File: src/rtl/uart_byte_tx.sv
// uart_byte_tx: single-byte UART transmitter.
// Frame: start bit, 8 data bits (LSB first), optional parity bit, 1 or 2 stop bits.
// txd comes straight from a flop. An asynchronous reset therefore forces the line idle at once.
module uart_byte_tx #(
   parameter int CLK_FREQ  = 50000000,
   parameter int BAUD      = 115200,
   parameter int PARITY    = 0,
   parameter int STOP_BITS = 1
) (
   input  logic       clk,
   input  logic       rst,
   input  logic [7:0] tx_data,
   input  logic       tx_start,
   output logic       tx_busy,
   output logic       tx_done,
   output logic       txd
);

   localparam int CLKS_PER_BIT = CLK_FREQ / BAUD;
   localparam int CNT_W        = (CLKS_PER_BIT > 1) ? $clog2(CLKS_PER_BIT) : 1;
   localparam logic [CNT_W-1:0] CNT_MAX = CNT_W'(CLKS_PER_BIT - 1);

   // Out-of-range settings fall back to no parity and a single stop bit.
   localparam int   PAR_EFF   = (PARITY == 1 || PARITY == 2) ? PARITY : 0;
   localparam int   STOP_EFF  = (STOP_BITS == 2) ? 2 : 1;
   localparam logic PAR_EN    = (PAR_EFF != 0);
   localparam logic PAR_ODD   = (PAR_EFF == 2);
   localparam logic [2:0] STOP_LAST = 3'(STOP_EFF - 1);

   typedef enum logic [2:0] {
      S_IDLE,
      S_START,
      S_DATA,
      S_PARITY,
      S_STOP
   } state_t;

   state_t           state_q, state_d;
   logic [CNT_W-1:0] cnt_q, cnt_d;
   logic [2:0]       bit_q, bit_d;
   logic [7:0]       shift_q, shift_d;
   logic             par_q, par_d;
   logic             txd_q, txd_d;
   logic             busy_q, busy_d;
   logic             done_q, done_d;
   logic             bit_end;

   assign bit_end = (cnt_q == CNT_MAX);

   // Next-state logic. txd_d is the line level for the next bit slot. It is registered on the
   // same edge that changes state, so txd has no path from any input.
   always_comb begin
      state_d = state_q;
      cnt_d   = cnt_q;
      bit_d   = bit_q;
      shift_d = shift_q;
      par_d   = par_q;
      txd_d   = txd_q;
      busy_d  = busy_q;
      done_d  = 1'b0;

      case (state_q)
         S_IDLE: begin
            cnt_d  = '0;
            bit_d  = '0;
            txd_d  = 1'b1;
            busy_d = 1'b0;
            if (tx_start) begin
               shift_d = tx_data;
               par_d   = (^tx_data) ^ PAR_ODD;
               state_d = S_START;
               txd_d   = 1'b0;
               busy_d  = 1'b1;
            end
         end

         S_START: begin
            if (bit_end) begin
               cnt_d   = '0;
               bit_d   = '0;
               state_d = S_DATA;
               txd_d   = shift_q[0];
            end else begin
               cnt_d = cnt_q + CNT_W'(1);
            end
         end

         S_DATA: begin
            if (bit_end) begin
               cnt_d = '0;
               if (bit_q == 3'd7) begin
                  bit_d = '0;
                  if (PAR_EN) begin
                     state_d = S_PARITY;
                     txd_d   = par_q;
                  end else begin
                     state_d = S_STOP;
                     txd_d   = 1'b1;
                  end
               end else begin
                  // Shift right so the next data bit is always in shift_q[0].
                  bit_d   = bit_q + 3'd1;
                  shift_d = {1'b0, shift_q[7:1]};
                  txd_d   = shift_q[1];
               end
            end else begin
               cnt_d = cnt_q + CNT_W'(1);
            end
         end

         S_PARITY: begin
            if (bit_end) begin
               cnt_d   = '0;
               bit_d   = '0;
               state_d = S_STOP;
               txd_d   = 1'b1;
            end else begin
               cnt_d = cnt_q + CNT_W'(1);
            end
         end

         S_STOP: begin
            if (bit_end) begin
               cnt_d = '0;
               if (bit_q == STOP_LAST) begin
                  bit_d   = '0;
                  state_d = S_IDLE;
                  txd_d   = 1'b1;
                  busy_d  = 1'b0;
                  done_d  = 1'b1;
               end else begin
                  bit_d = bit_q + 3'd1;
               end
            end else begin
               cnt_d = cnt_q + CNT_W'(1);
            end
         end

         default: begin
            state_d = S_IDLE;
            cnt_d   = '0;
            bit_d   = '0;
            txd_d   = 1'b1;
            busy_d  = 1'b0;
         end
      endcase
   end

   // State and datapath registers. The reset is asynchronous, so txd goes idle without a clock edge.
   always_ff @(posedge clk or posedge rst) begin
      if (rst) begin
         state_q <= S_IDLE;
         cnt_q   <= '0;
         bit_q   <= '0;
         shift_q <= '0;
         par_q   <= 1'b0;
         txd_q   <= 1'b1;
         busy_q  <= 1'b0;
         done_q  <= 1'b0;
      end else begin
         state_q <= state_d;
         cnt_q   <= cnt_d;
         bit_q   <= bit_d;
         shift_q <= shift_d;
         par_q   <= par_d;
         txd_q   <= txd_d;
         busy_q  <= busy_d;
         done_q  <= done_d;
      end
   end

   assign txd     = txd_q;
   assign tx_busy = busy_q;
   assign tx_done = done_q;

endmodule

File: config.mk
export PLATFORM = sky130hd
export DESIGN_NAME = uart_byte_tx
export DESIGN_NICKNAME = d
export VERILOG_FILES = /design/src/rtl/uart_byte_tx.sv
export SDC_FILE = /design/constraint.sdc
export NUM_CORES = 1
export LEC_CHECK = 0
export CAP_MARGIN = 30
export CORE_MARGIN = 10
export CORE_UTILIZATION = 30
export DETAILED_ROUTE_END_ITERATION = 16
export SYNTH_ARGS = -nofsm -noshare
export SYNTH_HDL_FRONTEND = slang
export SYNTH_SLANG_ARGS = --single-unit
File: constraint.sdc
create_clock -name clk -period 1.9 [get_ports clk]
set_clock_uncertainty 0.15 [all_clocks]
set_input_delay 0.19 -clock clk [delete_from_list [all_inputs] [get_ports clk]]
set_output_delay 0.19 -clock clk [all_outputs]
set_load 0.05 [all_outputs]
==> results by stage, run 1 <==
Run status:
- The run finished, with violations left.
- The checks that failed: negative setup slack.

Global routing:
- The initial antenna violation count is 0.
- Across every metal layer, demand over resource in global routing totals 0.0730.
- Entering global routing, the biggest net connects 27 pins.
- The via count of the first global-routing pass is 1042.
- After global routing the overflow that remains totals 0.
- The wire length of the first global-routing pass is 4.57 mm.

Clocking:
- The clock reaches the later pin of the worst-skew pair after 270 ps.
- The depth of the CTS H-tree is 1.
- Clock-pin slew was measured on the worst setup and hold paths at 90 ps.
- The clock net in this run drives a total of 26 sinks.
- TritonCTS built the clock tree.
- No sink is reached through more buffers than the 2 on the longest clock path.
- The clock tree root buffer cell is sky130_fd_sc_hd__clkbuf_8.
- The CTS buffer count is 3.

Synth:
- In this run the cell area of the synthesized design comes to 0.00137 mm^2.
- The commonest cells after synthesis are sky130_fd_sc_hd__dfrtp_1, sky130_fd_sc_hd__mux2_2, sky130_fd_sc_hd__nor2_1.
- In this run, synthesis produced a sequential element count of 26.
- The post-synthesis area per instance is 11.1 um^2.
- The synthesized net count is 140.
- Counting flops with a built-in enable in the synthesized netlist gives 0.
- The commonest register cell after synthesis is sky130_fd_sc_hd__dfrtp_1.
- The count of different cell masters after synthesis is 38.
- The share of the Yosys chip area taken by registers is 0.475.
- The area share of the leading cell type in the synthesized netlist is 0.456.
- For this run, the number of Yosys warnings is 0.
- By area the synthesized netlist is led by sky130_fd_sc_hd__dfrtp_1, sky130_fd_sc_hd__mux2_2, sky130_fd_sc_hd__ha_1.
- sky130_fd_sc_hd__dfrtp_1 takes more of the synthesized area than any other cell.
- In the post-synthesis netlist, the cell with the most instances is sky130_fd_sc_hd__dfrtp_1.
- After synthesis, the share of flip-flops with an asynchronous set or reset is 1.00.
- The cell count after synthesis is 124.

Drt:
- The wire length reported by the detailed router is 2.73 mm.
- The number of detailed-route iterations in the first pass is 6.
- The starting DRC count in detailed routing is 14.
- After detailed routing, the average wire length per cell comes to 13.5 um.
- The post-detailed-route via-to-cell ratio is 5.05.
- The count of nets left with antenna violations after detail routing is 0.
- In the routed design, unresolved DRC markers number 0.
- The total vias in the final route is 1020.

Die:
- The area of the core region is 0.00438 mm^2.
- The initial core utilization is 0.313.
- The vertical die dimension is 87.6 um.
- The width of the die is 87.6 um.
- The floorplan row count is 24.
- In this run the count of I/O pins placed on the die edge is 14.
- The die area is 0.00768 mm^2.

Pwr:
- Dividing total power by cell area gives a power density of 1460 mW/mm^2.
- The maximum ir drop on the vdd rail is 0.566 mV.
- The analysis attributes to cell leakage a power of 0.742 nW.

Layout:
- For this run, the post-layout net count is 167.
- The area of all placed cells without fillers is 0.00170 mm^2.
- The count of cells in the finished layout, fillers not included, comes to 202.
- From synthesis to final layout, the design area changed by 24.1%.
- In the final layout, the share of cells above drive strength 1 is 0.287.
- 0 antenna diodes ended up in the layout.

Critical path:
- The library cell contributing the largest single delay on the critical path is sky130_fd_sc_hd__or4b_4.
- The critical path ends at shift_q[5]$_DFFE_PP0P_.
- On the critical path the largest part of the delay comes from simple AND/OR/NAND/NOR gates.
- The maximum fanout along the worst path is 8.
- Traced cell by cell, the critical path runs through or4b_4 > or2_4 > o2bb2ai_4 > mux2_2.
- The maximum single-stage delay on the critical path is 550 ps.
- In this run the critical register-to-register path is launched from cnt_q[6]$_DFF_PP0_.
- The type of element capturing the critical path is a register.
- Setup slack on the worst reg-to-reg path comes out at -20 ps.
- The critical path in this run is classified as reg -> reg.
- For the worst setup path, the data arrival time is 1920 ps.
- The launching instance or port of the critical path is cnt_q[6]$_DFF_PP0_.
- The number of buffers and inverters on the critical path is 0.
- The worst setup path is launched from a register.
- In this run the critical register-to-register path is captured at shift_q[5]$_DFFE_PP0P_.
- The critical path runs through a total of 4 cells.
- The number of cells on the worst reg-to-reg path is 4.
- Data on the critical path is required at its endpoint by 1910 ps.

Flow run:
- Max-cap violations in this run came to 0.

Placement:
- Before CTS, the worst setup slack after placement is -27.9 ps.
- The number of input and output port buffers inserted is 13.
- Routability-driven placement finished with a final weighted congestion of 0.859.
- The number of instances in the placed design is 197.
- Detailed placement finished with a half-perimeter wire length of 2.09 mm.
- The placed cell area is 0.00164 mm^2.

Timing:
- Setup slack on the critical path of the routed design comes to -17.3 ps.
- Setup violations remaining at the end of the flow were counted as 7.
- The final-report hold violation count came to 0.
- The relative max-transition margin is 0.668.
- The final clock period utilization by the worst path is 1.01.
- For the pin with the worst max-slew slack, the measured transition is 497 ps.
- Adding up every negative setup slack in the final design gives -72.2 ps.
- The number of pins exceeding their max-slew limit in the final report is 0.
- Setup repair after global routing could not meet its margin everywhere.
- Derived from the worst setup path, the maximum achievable clock frequency is 0.522 GHz.
- The routed design could run at a clock period as short as 1920 ps.
- Across all hold checks on the routed design, the worst slack comes to 111 ps.

Hold path:
- The tightest min-delay check is of the in -> async type.
-- repair_timing --
item,in CTS,in global routing
resized for setup,0,1
pin swaps,1,1
hold buffers,0,0
endpoints found under the setup margin,8,9
setup buffers,0,1
cloned,0,0
-- routing by layer --
| metal | global-route usage | wire length [um] | up-vias |
|---|---|---|---|
| li1 | - | - | 491 |
| met1 | 0.0816 | 1180 | 505 |
| met2 | 0.121 | 1410 | 22 |
| met3 | 0.0204 | 108 | 2 |
| met4 | 0.0435 | 38 | 0 |
| met5 | 0 | 0 | - |
-- cell families (layout without fill, tap and decap cells) --
| family | count (synthesis) | in the layout | share of synthesized area |
|---|---|---|---|
| simple gates | 35 | 35 | 0.149 |
| xor+xnor | 6 | 6 | 0.0383 |
| compound gates | 25 | 25 | 0.130 |
| mux | 16 | 16 | 0.130 |
| fa+ha+maj | 5 | 5 | 0.0456 |
| flops | 26 | 26 | 0.475 |
| buf+inv | 11 | 37 | 0.0328 |
-- worst min-delay path, cell delays in order --
cell and delay [ps]:
sky130_fd_sc_hd__clkdlybuf4s50_1 390, sky130_fd_sc_hd__inv_1 50, sky130_fd_sc_hd__buf_4 300
-- power breakdown --
part	switching, mW	internal [mW]
logic	0.649	0.612
registers	0.109	0.752
clock network	0.173	0.185
total	0.931	1.55
-- worst min-delay path by stage --
| stage | slack, ps | startpoint | cells after the start | endpoint |
|---|---|---|---|---|
| final | 110 | rst | 3 | shift_q[0]$_DFFE_PP0P_ |
| after global routing | 170 | rst | 3 | shift_q[5]$_DFFE_PP0P_ |
| after CTS | 120 | rst | 3 | shift_q[5]$_DFFE_PP0P_ |
| after detailed placement | 340 | shift_q[7]$_DFFE_PP0P_ | 1 | shift_q[7]$_DFFE_PP0P_ |
| after global placement | 320 | cnt_q[0]$_DFF_PP0_ | 1 | cnt_q[0]$_DFF_PP0_ |
| after floorplan | 80 | rst | 1 | bit_q[0]$_DFFE_PP0P_ |
-- placed cells by master (no fill, tap or decap), types with 3 or more instances in the layout --
cell type                          n
sky130_fd_sc_hd__clkbuf_8          4
sky130_fd_sc_hd__nand3_1           3
sky130_fd_sc_hd__a21oi_1           5
sky130_fd_sc_hd__inv_1             6
sky130_fd_sc_hd__buf_4            15
sky130_fd_sc_hd__nor2_1            9
sky130_fd_sc_hd__clkdlybuf4s50_1  12
sky130_fd_sc_hd__mux2_2           14
sky130_fd_sc_hd__xor2_1            3
sky130_fd_sc_hd__nand2_1           5
sky130_fd_sc_hd__o22ai_1           3
sky130_fd_sc_hd__dfrtp_1          25
sky130_fd_sc_hd__o21ai_0           7
sky130_fd_sc_hd__ha_1              5
sky130_fd_sc_hd__xnor2_1           3
-- flip-flops by register name, indices dropped and copies added, names as in the netlist --
register and count:
cnt_q 9, shift_q 8, bit_q 3, state_q 3, tx_busy 1, tx_done 1, txd 1
-- per-stage QoR --
step	util	power [mW]
detailed placement	0.374	2.13
global placement	0.374	2.08
global route	0.388	2.65
floorplan	-	1.77
CTS	0.386	2.49
finish	0.388	2.48
-- final cells by class --
class                           count  area, um^2
Clock buffer                        4        55.1
Fill cell                         428        2680
Inverter                            6        22.5
Multi-Input combinational cell     87         674
Sequential cell                    26         652
Tap cell                           52        65.1
Timing Repair Buffer               27         233
No activity file was read; power rests on OpenSTA's default activity.
==> run 2, diff against run 1 <==
--- a/config.mk
+++ b/config.mk
@@ -7,8 +7,10 @@
 export LEC_CHECK = 0
 export CAP_MARGIN = 30
 export CORE_MARGIN = 10
-export CORE_UTILIZATION = 30
+export CORE_UTILIZATION = 50
 export DETAILED_ROUTE_END_ITERATION = 16
+export PLACE_DENSITY = 0.81
+export SLEW_MARGIN = 30
 export SYNTH_ARGS = -nofsm -noshare
 export SYNTH_HDL_FRONTEND = slang
 export SYNTH_SLANG_ARGS = --single-unit
==> results by stage, run 2 (synthesis results as in run 1) <==
Run status:
- The run finished, with violations left.
- The checks that failed: negative setup slack.

Layout:
- At the end of the flow, the number of nets in the layout was 167.
- In the layout the commonest cells are sky130_fd_sc_hd__dfrtp_1, sky130_fd_sc_hd__mux2_2, sky130_fd_sc_hd__buf_4, sky130_fd_sc_hd__clkdlybuf4s50_1, sky130_fd_sc_hd__nor2_1.
- Excluding fillers, the count of instances in the completed layout stands at 180.
- The register with the most flip-flops in the final layout is cnt_q.
- The filler cells instantiated in the layout total 216.
- From synthesis to final layout, the design area changed by 24.4%.
- The register with the most flip-flops in the layout has 9 of them.
- The most common cell after layout, fill and taps aside is sky130_fd_sc_hd__dfrtp_1.
- The diode insertion count for antenna repair is 0.
- Of the cells placed in the final design, the portion with a size suffix greater than 1 is 0.300.
- In the final layout, the registers with the most flip-flops are cnt_q: 9 flops, shift_q: 8 flops.

Drt:
- The routed length per placed instance is 15.7 um.
- The total vias in the final route is 1000.
- In this run, the number of DRC markers left after iteration 0 of detailed routing was 122.
- The wire length reported by the detailed router is 2.83 mm.
- In the routed design, unresolved DRC markers number 0.
- Dividing the detail-routed via count by the number of cells gives 5.56.
- The count of nets left with antenna violations once routing finished came out at 0.
- The first TritonRoute pass finished after 4 iterations.

Timing:
- The worst path setup slack after routing is -39.1 ps.
- The final-report hold violation count is 0.
- Across all hold checks on the routed design, the worst slack comes to 30.0 ps.
- Of the available clock period, the critical path in the final layout requires 1.02.
- The actual transition at the worst max-transition pin is 500 ps.
- The post-route minimum period is 1940 ps.
- In this run the tightest slew margin relative to its limit is 0.665.
- Derived from the worst setup path, the maximum achievable clock frequency is 0.516 GHz.
- Setup repair after global routing could not meet its margin everywhere.
- Setup violations remaining at the end of the flow were counted as 7.
- The number of pins exceeding their max-slew limit in the final report came to 0.

Placement:
- Once detailed placement completed, the half-perimeter wirelength came to 2.16 mm.
- The congestion estimate from routability-driven global placement came to 0.791.
- Including well taps, the total number of placed cells is 174.
- Buffers placed on the I/O ports in this run total 13.

Pwr:
- The maximum ir drop on the vdd rail is 1.15 mV.
- The total power draw is 2.59 mW.
- In this run the power density over the cells is 1520 mW/mm^2.
- The leakage power total is 0.756 nW.

Clocking:
- The clock tree root buffer cell is sky130_fd_sc_hd__clkbuf_4.
- The TritonCTS clock tree is done.
- Counting along the longest clock path gives a buffer depth of 2.
- The insertion delay to the later sink of the worst-skew pair is 330 ps.
- Clock-pin slew was measured on the worst setup and hold paths at 150 ps.
- The number of sinks handled by clock tree synthesis is 26.
- The depth of the CTS H-tree is 1.
- Counting the buffers created by CTS gives 3.
- The cts-stage hold buffer count is 0.

Critical path:
- The worst setup path is captured at a register.
- Along the worst path, the maximum fanout reaches 8.
- The start-to-end type of the worst setup path is reg -> reg.
- Data on the critical path arrives at its endpoint at 2020 ps.
- The worst setup path is launched from a register.
- The critical path data required time is 1980 ps.

Global routing:
- In this run the most used layer during global routing was met2.
- The via count of the first global-routing pass is 1128.
- The initial antenna violation count is 0.
- The first global-routing pass estimated 4.94 mm of wire.
- For met2 alone, demand over resource in global routing was 0.210.
- For this run, global-route usage on met3 was measured as 0.0190.
- The overflow left after global routing is 0.
- In the global route stage, overall resource usage came out at 0.116.
- The maximum number of pins on one net before global-route repair is 27.
- The global routing met1 resource utilization is 0.129.

Die:
- After floorplanning, the core was sized to cover 0.00254 mm^2.
- The die is 72.4 um tall.
- For this design the top-level I/O count stands at 14.
- The floorplan row count is 18.
- The die covers 0.00524 mm^2.
- For this configuration, the core starts out at a cell density of 0.539.
- From left edge to right edge, the die measures 72.4 um.

Hold path:
- The min-delay analysis places its worst path in the category in -> async.

Flow run:
- Max-cap violations in this run came to 0.
run 2: cell count changes in the layout (fill, tap and decap cells not counted):
cell	change
sky130_fd_sc_hd__buf_12	+2
sky130_fd_sc_hd__o21ai_1	+1
sky130_fd_sc_hd__clkbuf_4	+3
sky130_fd_sc_hd__bufinv_16	+1
sky130_fd_sc_hd__clkdlybuf4s50_1	-1
sky130_fd_sc_hd__o21ai_0	-1
sky130_fd_sc_hd__nor3b_1	-1
sky130_fd_sc_hd__buf_4	-1
sky130_fd_sc_hd__nor3b_4	+1
sky130_fd_sc_hd__clkbuf_8	-4
run 2: metal layers:
layer,vias to the layer above,part of all wire
li1,492,-
met1,485,0.43
met2,17,0.53
met3,6,0.028
met4,0,0.017
met5,-,0
run 2: power breakdown:
part           internal (mW)  switching (mW)  total (mW)  leakage (nW)
clock                  0.214           0.168       0.382        0.0279
sequential             0.751           0.114       0.865         0.334
combinational          0.662           0.682        1.34         0.394
total                   1.63           0.964        2.59         0.756
run 2: what timing repair did:
action / CTS / global route
cloned: 0 / 0
setup endpoints to repair: 8 / 12
pin swaps: 1 / 1
endpoints found under the hold margin: 0 / 0
buffers inserted: 1 / 1
gates resized for setup: 1 / 3
run 2: worst paths after layout:
kind / from / endpoint / slack (ps) / cells after the start
worst max register to register: cnt_q[6]$_DFF_PP0_ / shift_q[0]$_DFFE_PP0P_ / -40 / 4
worst min-delay path: rst / shift_q[3]$_DFFE_PP0P_ / 30 / 3
worst min register to register: cnt_q[0]$_DFF_PP0_ / cnt_q[0]$_DFF_PP0_ / 360 / 1
worst max-delay path: cnt_q[6]$_DFF_PP0_ / shift_q[0]$_DFFE_PP0P_ / -40 / 4
min in group clk: tx_data[7] / shift_q[7]$_DFFE_PP0P_ / 310 / 2
max in group asynchronous: rst / txd$_DFFE_PP1P_ / 1330 / 3
run 2: worst max-delay path, cell delays in order, from the launching register on:
cell                        delay, ps
sky130_fd_sc_hd__dfrtp_1          410
sky130_fd_sc_hd__or4b_4           560
sky130_fd_sc_hd__or2_4            260
sky130_fd_sc_hd__o2bb2ai_4        170
sky130_fd_sc_hd__mux2_2           290
run 2: per-stage QoR:
step	utilization	worst slack, ps	cell area (um^2)	setup TNS, ps
4_1_cts	0.660	-39.8	1680	-233
2_1_floorplan	-	3.18	1370	0
5_1_grt	0.670	-69.9	1710	-483
3_3_place_gp	0.634	-24.2	1610	-103
3_5_place_dp	0.634	-51.6	1610	-301
6_report	0.670	-39.1	1710	-235
run 2: cell type report:
class / instances / area, um^2 / area share
Clock buffer: 3 / 22.5 / 0.0132
Clock inverter: 1 / 30.0 / 0.0176
Inverter: 6 / 22.5 / 0.0132
Multi-Input combinational cell: 87 / 686 / 0.402
Sequential cell: 26 / 652 / 0.382
Tap cell: 30 / 37.5 / 0.0220
Timing Repair Buffer: 27 / 255 / 0.150
==> run 3, diff against run 2 <==
--- a/config.mk
+++ b/config.mk
@@ -10,7 +10,6 @@
 export CORE_UTILIZATION = 50
 export DETAILED_ROUTE_END_ITERATION = 16
 export PLACE_DENSITY = 0.81
-export SLEW_MARGIN = 30
 export SYNTH_ARGS = -nofsm -noshare
 export SYNTH_HDL_FRONTEND = slang
 export SYNTH_SLANG_ARGS = --single-unit
==> results of run 3 <==
Same layout as run 2: the final DEF is identical, and so are final timing and power.
